==> src/rtl/divseq_pkg.sv <==
// divseq_pkg: shared definitions for the divisor sequencer.
//   - state encoding (IDLE, LOAD, RUN, DONE)
//   - default divisor/duration widths and smallest legal divisor
//   - table entry record (div, dur) at the default widths
package divseq_pkg;

    localparam int unsigned DIV_W_DEF   = 28;
    localparam int unsigned DUR_W_DEF   = 16;
    localparam int unsigned MIN_DIV_DEF = 2;

    localparam logic [1:0] ST_IDLE = 2'd0;
    localparam logic [1:0] ST_LOAD = 2'd1;
    localparam logic [1:0] ST_RUN  = 2'd2;
    localparam logic [1:0] ST_DONE = 2'd3;

    typedef struct packed {
        logic [DIV_W_DEF-1:0] div;
        logic [DUR_W_DEF-1:0] dur;
    } divseq_entry_t;

endpackage

==> src/rtl/divseq_period_timer.sv <==
// divseq_period_timer: mirrors the divider's output period and counts
// periods within the current table entry.
// Ports:
//   clk, rst_n  - clock, async active-low reset
//   div         - current divisor (>= 2)
//   dur         - current duration in output periods (0 treated as 1)
//   clear       - zero both counters at the next edge (has priority)
//   enable      - count this cycle
//   entry_last  - high on the final clk cycle of the entry
module divseq_period_timer
    import divseq_pkg::*;
#(
    parameter int unsigned DIV_W = DIV_W_DEF,
    parameter int unsigned DUR_W = DUR_W_DEF
) (
    input  logic             clk,
    input  logic             rst_n,
    input  logic [DIV_W-1:0] div,
    input  logic [DUR_W-1:0] dur,
    input  logic             clear,
    input  logic             enable,
    output logic             entry_last
);

    logic [DIV_W-1:0] period_cnt_q, period_cnt_d;
    logic [DUR_W-1:0] dur_cnt_q, dur_cnt_d;
    logic             period_wrap;
    logic [DUR_W-1:0] dur_last;

    always_comb begin
        // div >= 2 is guaranteed upstream, so div-1 never underflows.
        period_wrap = (period_cnt_q == div - DIV_W'(1));
        // max(dur,1)-1
        dur_last    = (dur == '0) ? '0 : dur - DUR_W'(1);
        entry_last  = enable && period_wrap && (dur_cnt_q == dur_last);

        period_cnt_d = period_cnt_q;
        dur_cnt_d    = dur_cnt_q;
        if (clear) begin
            period_cnt_d = '0;
            dur_cnt_d    = '0;
        end else if (enable) begin
            if (period_wrap) begin
                period_cnt_d = '0;
                dur_cnt_d    = dur_cnt_q + DUR_W'(1);
            end else begin
                period_cnt_d = period_cnt_q + DIV_W'(1);
            end
        end
    end

    always_ff @(posedge clk or negedge rst_n) begin
        if (!rst_n) begin
            period_cnt_q <= '0;
            dur_cnt_q    <= '0;
        end else begin
            period_cnt_q <= period_cnt_d;
            dur_cnt_q    <= dur_cnt_d;
        end
    end

endmodule

==> src/rtl/divisor_sequencer.sv <==
// divisor_sequencer: plays a programmable table of (divisor, duration)
// entries into a clock divider's divisor input, with seamless entry
// transitions and optional looping.
// Ports:
//   clk, rst_n                 - clock, async active-low reset
//   wr_en/wr_addr/wr_div/wr_dur - table write port (IDLE only)
//   seq_len, loop_en           - entries to play (1..DEPTH), loop enable
//   start, stop                - start request (IDLE), abort request
//   divisor, div_en            - divider control
//   busy, step_idx, done, err  - status
//   pass_cnt                   - completed passes (only with DIVSEQ_PASS_CNT_EN)
// Optional feature macro: DIVSEQ_PASS_CNT_EN
module divisor_sequencer
    import divseq_pkg::*;
#(
    parameter int unsigned DEPTH   = 8,
    parameter int unsigned DIV_W   = DIV_W_DEF,
    parameter int unsigned DUR_W   = DUR_W_DEF,
    parameter int unsigned MIN_DIV = MIN_DIV_DEF
) (
    input  logic                     clk,
    input  logic                     rst_n,
    input  logic                     wr_en,
    input  logic [$clog2(DEPTH)-1:0] wr_addr,
    input  logic [DIV_W-1:0]         wr_div,
    input  logic [DUR_W-1:0]         wr_dur,
    input  logic [$clog2(DEPTH):0]   seq_len,
    input  logic                     loop_en,
    input  logic                     start,
    input  logic                     stop,
    output logic [DIV_W-1:0]         divisor,
    output logic                     div_en,
    output logic                     busy,
    output logic [$clog2(DEPTH)-1:0] step_idx,
    output logic                     done,
    output logic                     err
`ifdef DIVSEQ_PASS_CNT_EN
    , output logic [15:0]            pass_cnt
`endif
);

    localparam int unsigned AW = $clog2(DEPTH);
    localparam logic [DIV_W-1:0] MinDivV = DIV_W'(MIN_DIV);

    logic [DIV_W-1:0] tab_div_q [DEPTH];
    logic [DUR_W-1:0] tab_dur_q [DEPTH];

    logic [1:0]       state_q, state_d;
    logic [DIV_W-1:0] divisor_q, divisor_d;
    logic [DUR_W-1:0] dur_q, dur_d;
    logic             div_en_q, div_en_d;
    logic [AW-1:0]    step_idx_q, step_idx_d;
    logic             err_q, err_d;

    logic             seq_valid;
    logic             is_last;
    logic [AW-1:0]    nxt_idx;
    logic [AW:0]      step_inc;
    logic             timer_clear;
    logic             entry_last;
    logic             pass_done;

    always_comb begin
        seq_valid = (seq_len != '0) && (seq_len <= (AW+1)'(DEPTH));
        step_inc  = {1'b0, step_idx_q} + (AW+1)'(1);
        // >= rather than == so a shrunken seq_len still terminates the pass.
        is_last   = (step_inc >= seq_len);
        nxt_idx   = is_last ? '0 : step_idx_q + AW'(1);
    end

    always_comb begin
        state_d     = state_q;
        divisor_d   = divisor_q;
        dur_d       = dur_q;
        div_en_d    = div_en_q;
        step_idx_d  = step_idx_q;
        err_d       = err_q;
        timer_clear = 1'b0;
        pass_done   = 1'b0;

        case (state_q)
            ST_IDLE: begin
                if (start && !stop) begin
                    if (seq_valid) begin
                        state_d    = ST_LOAD;
                        step_idx_d = '0;
                        err_d      = 1'b0;
                    end else begin
                        err_d = 1'b1;
                    end
                end
            end
            ST_LOAD: begin
                if (stop) begin
                    state_d  = ST_IDLE;
                    div_en_d = 1'b0;
                end else if (tab_div_q[step_idx_q] < MinDivV) begin
                    state_d = ST_IDLE;
                    err_d   = 1'b1;
                end else begin
                    divisor_d   = tab_div_q[step_idx_q];
                    dur_d       = tab_dur_q[step_idx_q];
                    div_en_d    = 1'b1;
                    timer_clear = 1'b1;
                    state_d     = ST_RUN;
                end
            end
            ST_RUN: begin
                if (stop) begin
                    state_d  = ST_IDLE;
                    div_en_d = 1'b0;
                end else if (entry_last) begin
                    pass_done = is_last;
                    if (is_last && !loop_en) begin
                        state_d  = ST_DONE;
                        div_en_d = 1'b0;
                    end else if (tab_div_q[nxt_idx] < MinDivV) begin
                        state_d  = ST_IDLE;
                        div_en_d = 1'b0;
                        err_d    = 1'b1;
                    end else begin
                        // Seamless hand-over: new divisor lands on the same
                        // edge the old entry's last period ends.
                        step_idx_d  = nxt_idx;
                        divisor_d   = tab_div_q[nxt_idx];
                        dur_d       = tab_dur_q[nxt_idx];
                        timer_clear = 1'b1;
                    end
                end
            end
            ST_DONE: begin
                state_d = ST_IDLE;
            end
            default: begin
                state_d  = ST_IDLE;
                div_en_d = 1'b0;
            end
        endcase
    end

    always_ff @(posedge clk or negedge rst_n) begin
        if (!rst_n) begin
            state_q    <= ST_IDLE;
            divisor_q  <= MinDivV;
            dur_q      <= '0;
            div_en_q   <= 1'b0;
            step_idx_q <= '0;
            err_q      <= 1'b0;
        end else begin
            state_q    <= state_d;
            divisor_q  <= divisor_d;
            dur_q      <= dur_d;
            div_en_q   <= div_en_d;
            step_idx_q <= step_idx_d;
            err_q      <= err_d;
        end
    end

    // Table storage is deliberately not reset.
    always_ff @(posedge clk) begin
        if (wr_en && (state_q == ST_IDLE)) begin
            tab_div_q[wr_addr] <= wr_div;
            tab_dur_q[wr_addr] <= wr_dur;
        end
    end

    divseq_period_timer #(
        .DIV_W (DIV_W),
        .DUR_W (DUR_W)
    ) u_timer (
        .clk        (clk),
        .rst_n      (rst_n),
        .div        (divisor_q),
        .dur        (dur_q),
        .clear      (timer_clear),
        .enable     (state_q == ST_RUN),
        .entry_last (entry_last)
    );

`ifdef DIVSEQ_PASS_CNT_EN
    logic [15:0] pass_cnt_q, pass_cnt_d;

    always_comb begin
        pass_cnt_d = pass_cnt_q;
        if (state_q == ST_IDLE && start && !stop && seq_valid) begin
            pass_cnt_d = '0;
        end else if (pass_done && (pass_cnt_q != 16'hFFFF)) begin
            pass_cnt_d = pass_cnt_q + 16'd1;
        end
    end

    always_ff @(posedge clk or negedge rst_n) begin
        if (!rst_n) pass_cnt_q <= '0;
        else        pass_cnt_q <= pass_cnt_d;
    end

    assign pass_cnt = pass_cnt_q;
`else
    // Pass tracking absent in this build.
    logic unused_pass_done;
    assign unused_pass_done = pass_done;
`endif

    assign divisor  = divisor_q;
    assign div_en   = div_en_q;
    assign busy     = (state_q == ST_LOAD) || (state_q == ST_RUN);
    assign step_idx = step_idx_q;
    assign done     = (state_q == ST_DONE);
    assign err      = err_q;

endmodule

==> config.mk <==
export PLATFORM = sky130hd
export DESIGN_NAME = divisor_sequencer
export DESIGN_NICKNAME = d
export VERILOG_FILES = /design/src/rtl/divseq_pkg.sv /design/src/rtl/divseq_period_timer.sv /design/src/rtl/divisor_sequencer.sv
export SDC_FILE = /design/constraint.sdc
export NUM_CORES = 1
export LEC_CHECK = 0
export CORE_ASPECT_RATIO = 0.7
export CORE_MARGIN = 2
export CORE_UTILIZATION = 45
export CTS_CLUSTER_DIAMETER = 50
export DETAILED_ROUTE_END_ITERATION = 12
export REMOVE_ABC_BUFFERS = 1
export SLEW_MARGIN = 0
export SYNTH_ARGS = -nofsm -noshare
export SYNTH_HDL_FRONTEND = slang
export SYNTH_SLANG_ARGS = --single-unit
==> constraint.sdc <==
create_clock -name clk -period 9.3 [get_ports clk]
set_clock_uncertainty 0.2 [all_clocks]
set_input_delay 0.93 -clock clk [delete_from_list [all_inputs] [get_ports clk]]
set_output_delay 0.93 -clock clk [all_outputs]
set_load 0.01 [all_outputs]
==> metrics.md <==
| Metric | Value |
|---|---|
| RSZ-0062 raised after global routing | `false` |
| Cts repair resizes | `0` |
| Cells after synthesis | `roughly 1800` |
| Slew HR | `about a fifth` |
| Largest net degree at the start of global routing | `69` |
| Most frequent cells in the layout | `edfxtp_1 (352), nand2_1 (185), mux4_2 (111)` |
| Via density | `between 6 and 7` |
| Hold Vio Cnt, Final | `0` |
| Synthesized area per cell | `13.01 sq um` |
| Area of the multi-input gates | `just under 10000 sq um` |
| Initial antenna violation count | `3` |
| Initial core utilization | `between 40% and 50%` |
| Final count of pins violating max slew | `0` |
| Port Buf Inserts | `91` |
| Layout cells sized above 1 | `between 15 and 20%` |
| Vias in the first global route | `around 16000` |
| Most common cell after layout, fill and taps aside | `edfxtp_1` |
| Final setup violating endpoints | `0` |
| Max Cap Viol | `0` |
| Worst skew pair latency | `approximately 0.59 ns` |
| WL final | `around 67 mm` |
| Row cnt | `69` |
| Worst EP arrival | `~7.3 ns` |
| Wire per inst | `26.16 microns` |
| Die H | `195.1 microns` |
| Routability congestion estimate | `around 0.90` |
| PwrDens | `slightly above 300 nW/um^2` |
| Initial DRC count | `a little over 2000` |
| Flops & latches, synth | `around 450` |
| Most used cell, CP | `buf_4` |
| Overall Power | `a little over 0.008 W` |
| Dpl hpwl | `~43 mm` |
| Leakage power | `slightly below 9 nW` |
| Synth async-reset ratio | `21.25%` |
| Area occupied by registers | `12960 sq um` |
| Hold WC Path Type | `primary input to async pin` |
| Worst path slowest cell | `dfrtp_4` |
| Tmin final | `~7.0 ns` |
| Total track usage | `~25%` |
| First-pass GRT wire length | `101.7 mm` |
| CORE AREA | `~50000 sq um` |
| Top_reg_cell synth | `edfxtp_1` |
| Final core utilization | `51.79%` |
| CTS clock-pin slew for the worst setup and hold paths | `0.07 ns` |
| Clock root buffer master | `clkbuf_16` |
| CP Class | `register to register` |
| Layout area overhead | `12.77%` |
| Slew @ Worst Pin | `roughly 1.2 ns` |
| Period Utilization, post-route | `around 75%` |
| Post-synthesis sequential area ratio | `between 50% and 60%` |
| Via count | `~17000` |
| Clk buf depth | `3` |
| Cells on worst reg2reg path | `16` |
| EDFF count, synth | `352` |
| Yosys cell types | `89` |
| Boundary pin count | `around 90` |
| Grt total ovfl | `0` |
| Critical Path Start Type | `register` |
| NumNets Final | `1925` |
| Routed Antenna Nets | `0` |
| Num CTS Buffers | `48` |
| Setup TNS | `0 ns` |
| Status | `finished, final reports clean` |
| Critical Path Max Stage Delay | `1.12 ns` |
| CTS tree | `done` |
| VDD IR-drop max | `~0.00015 V` |
| DR pass1 iterations | `5` |
| Worst Path Max Fanout | `a little under 70` |
| Setup Buffers After CTS | `0` |
| CP cell instances | `ha_4, xnor2_4, buf_4, inv_1, ha_1, o211a_1, a21oi_4, o21ai_0, a21oi_1, nand4_1, nor3_1, and4b_1, nor4_2, o22a_2, buf_4, mux2_1` |
| # DRC | `0` |
| CTS H-tree depth | `2` |
| Clk sinks | `around 450` |
| Post-Syn Area | `23470 sq um` |
| Max Clk Rate | `roughly 140 MHz` |
| YS warnings | `0` |
| Critical path endpoint category | `register` |
| Hold_buf cts | `0` |
| # fillers | `4295` |
| Die X | `between 200 and 300 microns` |
| Worst EP required | `9.56 ns` |
| Die area | `between 50000 and 60000 sq um` |
-- where the power goes --
group / internal (W) / switching, W / leakage (nW)
Clock: 0.00102 / 0.000814 / 0.708
Combinational: 0.00152 / 0.00192 / 3.63
Sequential: 0.00238 / 0.000410 / 4.39
Total: 0.00492 / 0.00315 / 8.72
-- cell usage after synthesis, drive strengths merged (5+ instances only) --
cell     instances  share of area (%)
a22oi            7               0.22
nand3b           6               0.19
nand2b          17               0.45
inv             31               0.50
and2             9               0.24
a22o             8               0.30
a31oi           16               0.43
mux4           111                 11
a21o             6               0.19
nor4            38                1.1
a2111oi          6               0.30
nand4           29               0.80
ha              13               0.69
o22ai           57                1.5
nor2            89                1.4
o221ai          20               0.75
dfrtp           94                 10
o211ai          15               0.48
edfxtp         352                 45
a21boi           6               0.19
a32oi            9               0.34
nor2b           17               0.45
mux2            60                3.4
or3b             5               0.19
or3              8               0.21
or4             12               0.38
a211oi          17               0.54
nor3            35               0.79
xnor2           44                1.7
nand2          185                3.0
buf             51                1.4
and3            14               0.37
o21ai           55                1.2
nand3           69                1.5
a21oi           51                1.1
xor2            36                1.3
or2              6               0.16
o2111ai          5               0.19
clkbuf          67                1.1
a221o            7               0.30
mux2i           61                2.6
-- final timing paths --
path,from,to,slack [ns]
worst min register to register,divisor[1]$_DFFE_PN1P_,divisor[1]$_DFFE_PN1P_,0.35
max in group asynchronous,rst_n,step_idx[2]$_DFFE_PN0P_,7.58
min in group clk,divisor[1]$_DFFE_PN1P_,divisor[1]$_DFFE_PN1P_,0.35
worst max register to register,step_idx[0]$_DFFE_PN0P_,divisor[11]$_DFFE_PN0P_,2.30
worst max-delay path,step_idx[0]$_DFFE_PN0P_,divisor[11]$_DFFE_PN0P_,2.30
worst min-delay path,rst_n,u_timer.period_cnt_q[1]$_DFFE_PN0P_,0.11
-- cells by family (layout without fill, tap and decap cells) --
group / after synthesis / count (layout) / share of synthesized area (%)
other: 0 / 2 / 0
and+or+nand+nor: 557 / 557 / 11.96
buffers and inverters: 149 / 237 / 2.958
DFF: 447 / 447 / 55.17
xor gates and xnor gates: 80 / 80 / 3.017
adders and majority gates: 13 / 13 / 0.6930
muxes: 232 / 232 / 16.61
AOI/OAI and AO/OA: 326 / 326 / 9.600
-- routing by layer --
layer,GRT usage (%),vias to the layer above,part of all wire [%]
li1,-,7230,-
met1,37.19,8311,44
met2,35.86,904,43
met3,6.257,107,11
met4,5.576,2,2.0
met5,0,-,0.015
-- registers in the layout, indices dropped and copies added (netlist names) --
name and flops:
div_en 1, divisor 28, dur_q 16, err 1, state_q 2, step_idx 3
tab_div_q 224, tab_dur_q 128, u_timer.dur_cnt_q 16, u_timer.period_cnt_q 28
-- through the flow --
stage | setup WS (ns) | area [sq um] | cells | hold slack, ns
2_1_floorplan | -1.910 | 22890 | 1686 | 0.3032
6_report | 2.300 | 26470 | 2568 | 0.1120
3_5_place_dp | 2.356 | 24990 | 2479 | 0.3375
4_1_cts | 2.328 | 26460 | 2566 | 0.1212
3_3_place_gp | 2.647 | 24990 | 2479 | 0.3334
5_1_grt | 2.070 | 26470 | 2568 | 0.1475
-- layout make-up --
cell class,instances,share of cell area (%)
flip-flops and latches,447,48.96
inverters,31,0.4396
clock buffers,59,4.694
diodes,2,0.01891
well taps,674,3.186
repair buffers,119,4.226
multi-input cells,1208,37.58
clock inverters,28,0.8887
-- worst max-delay path: cells and delay by family, from the launching register on --
kind                       cells  cell delay, ns
adders and majority gates      2            0.58
xor gates and xnor gates       1            0.10
buffers and inverters          3            0.93
and+or+nand+nor                4            1.15
muxes                          1            0.35
DFF                            1            1.12
AOI/OAI and AO/OA              5            2.38
Note: power is estimated with default switching activity, not from simulation.
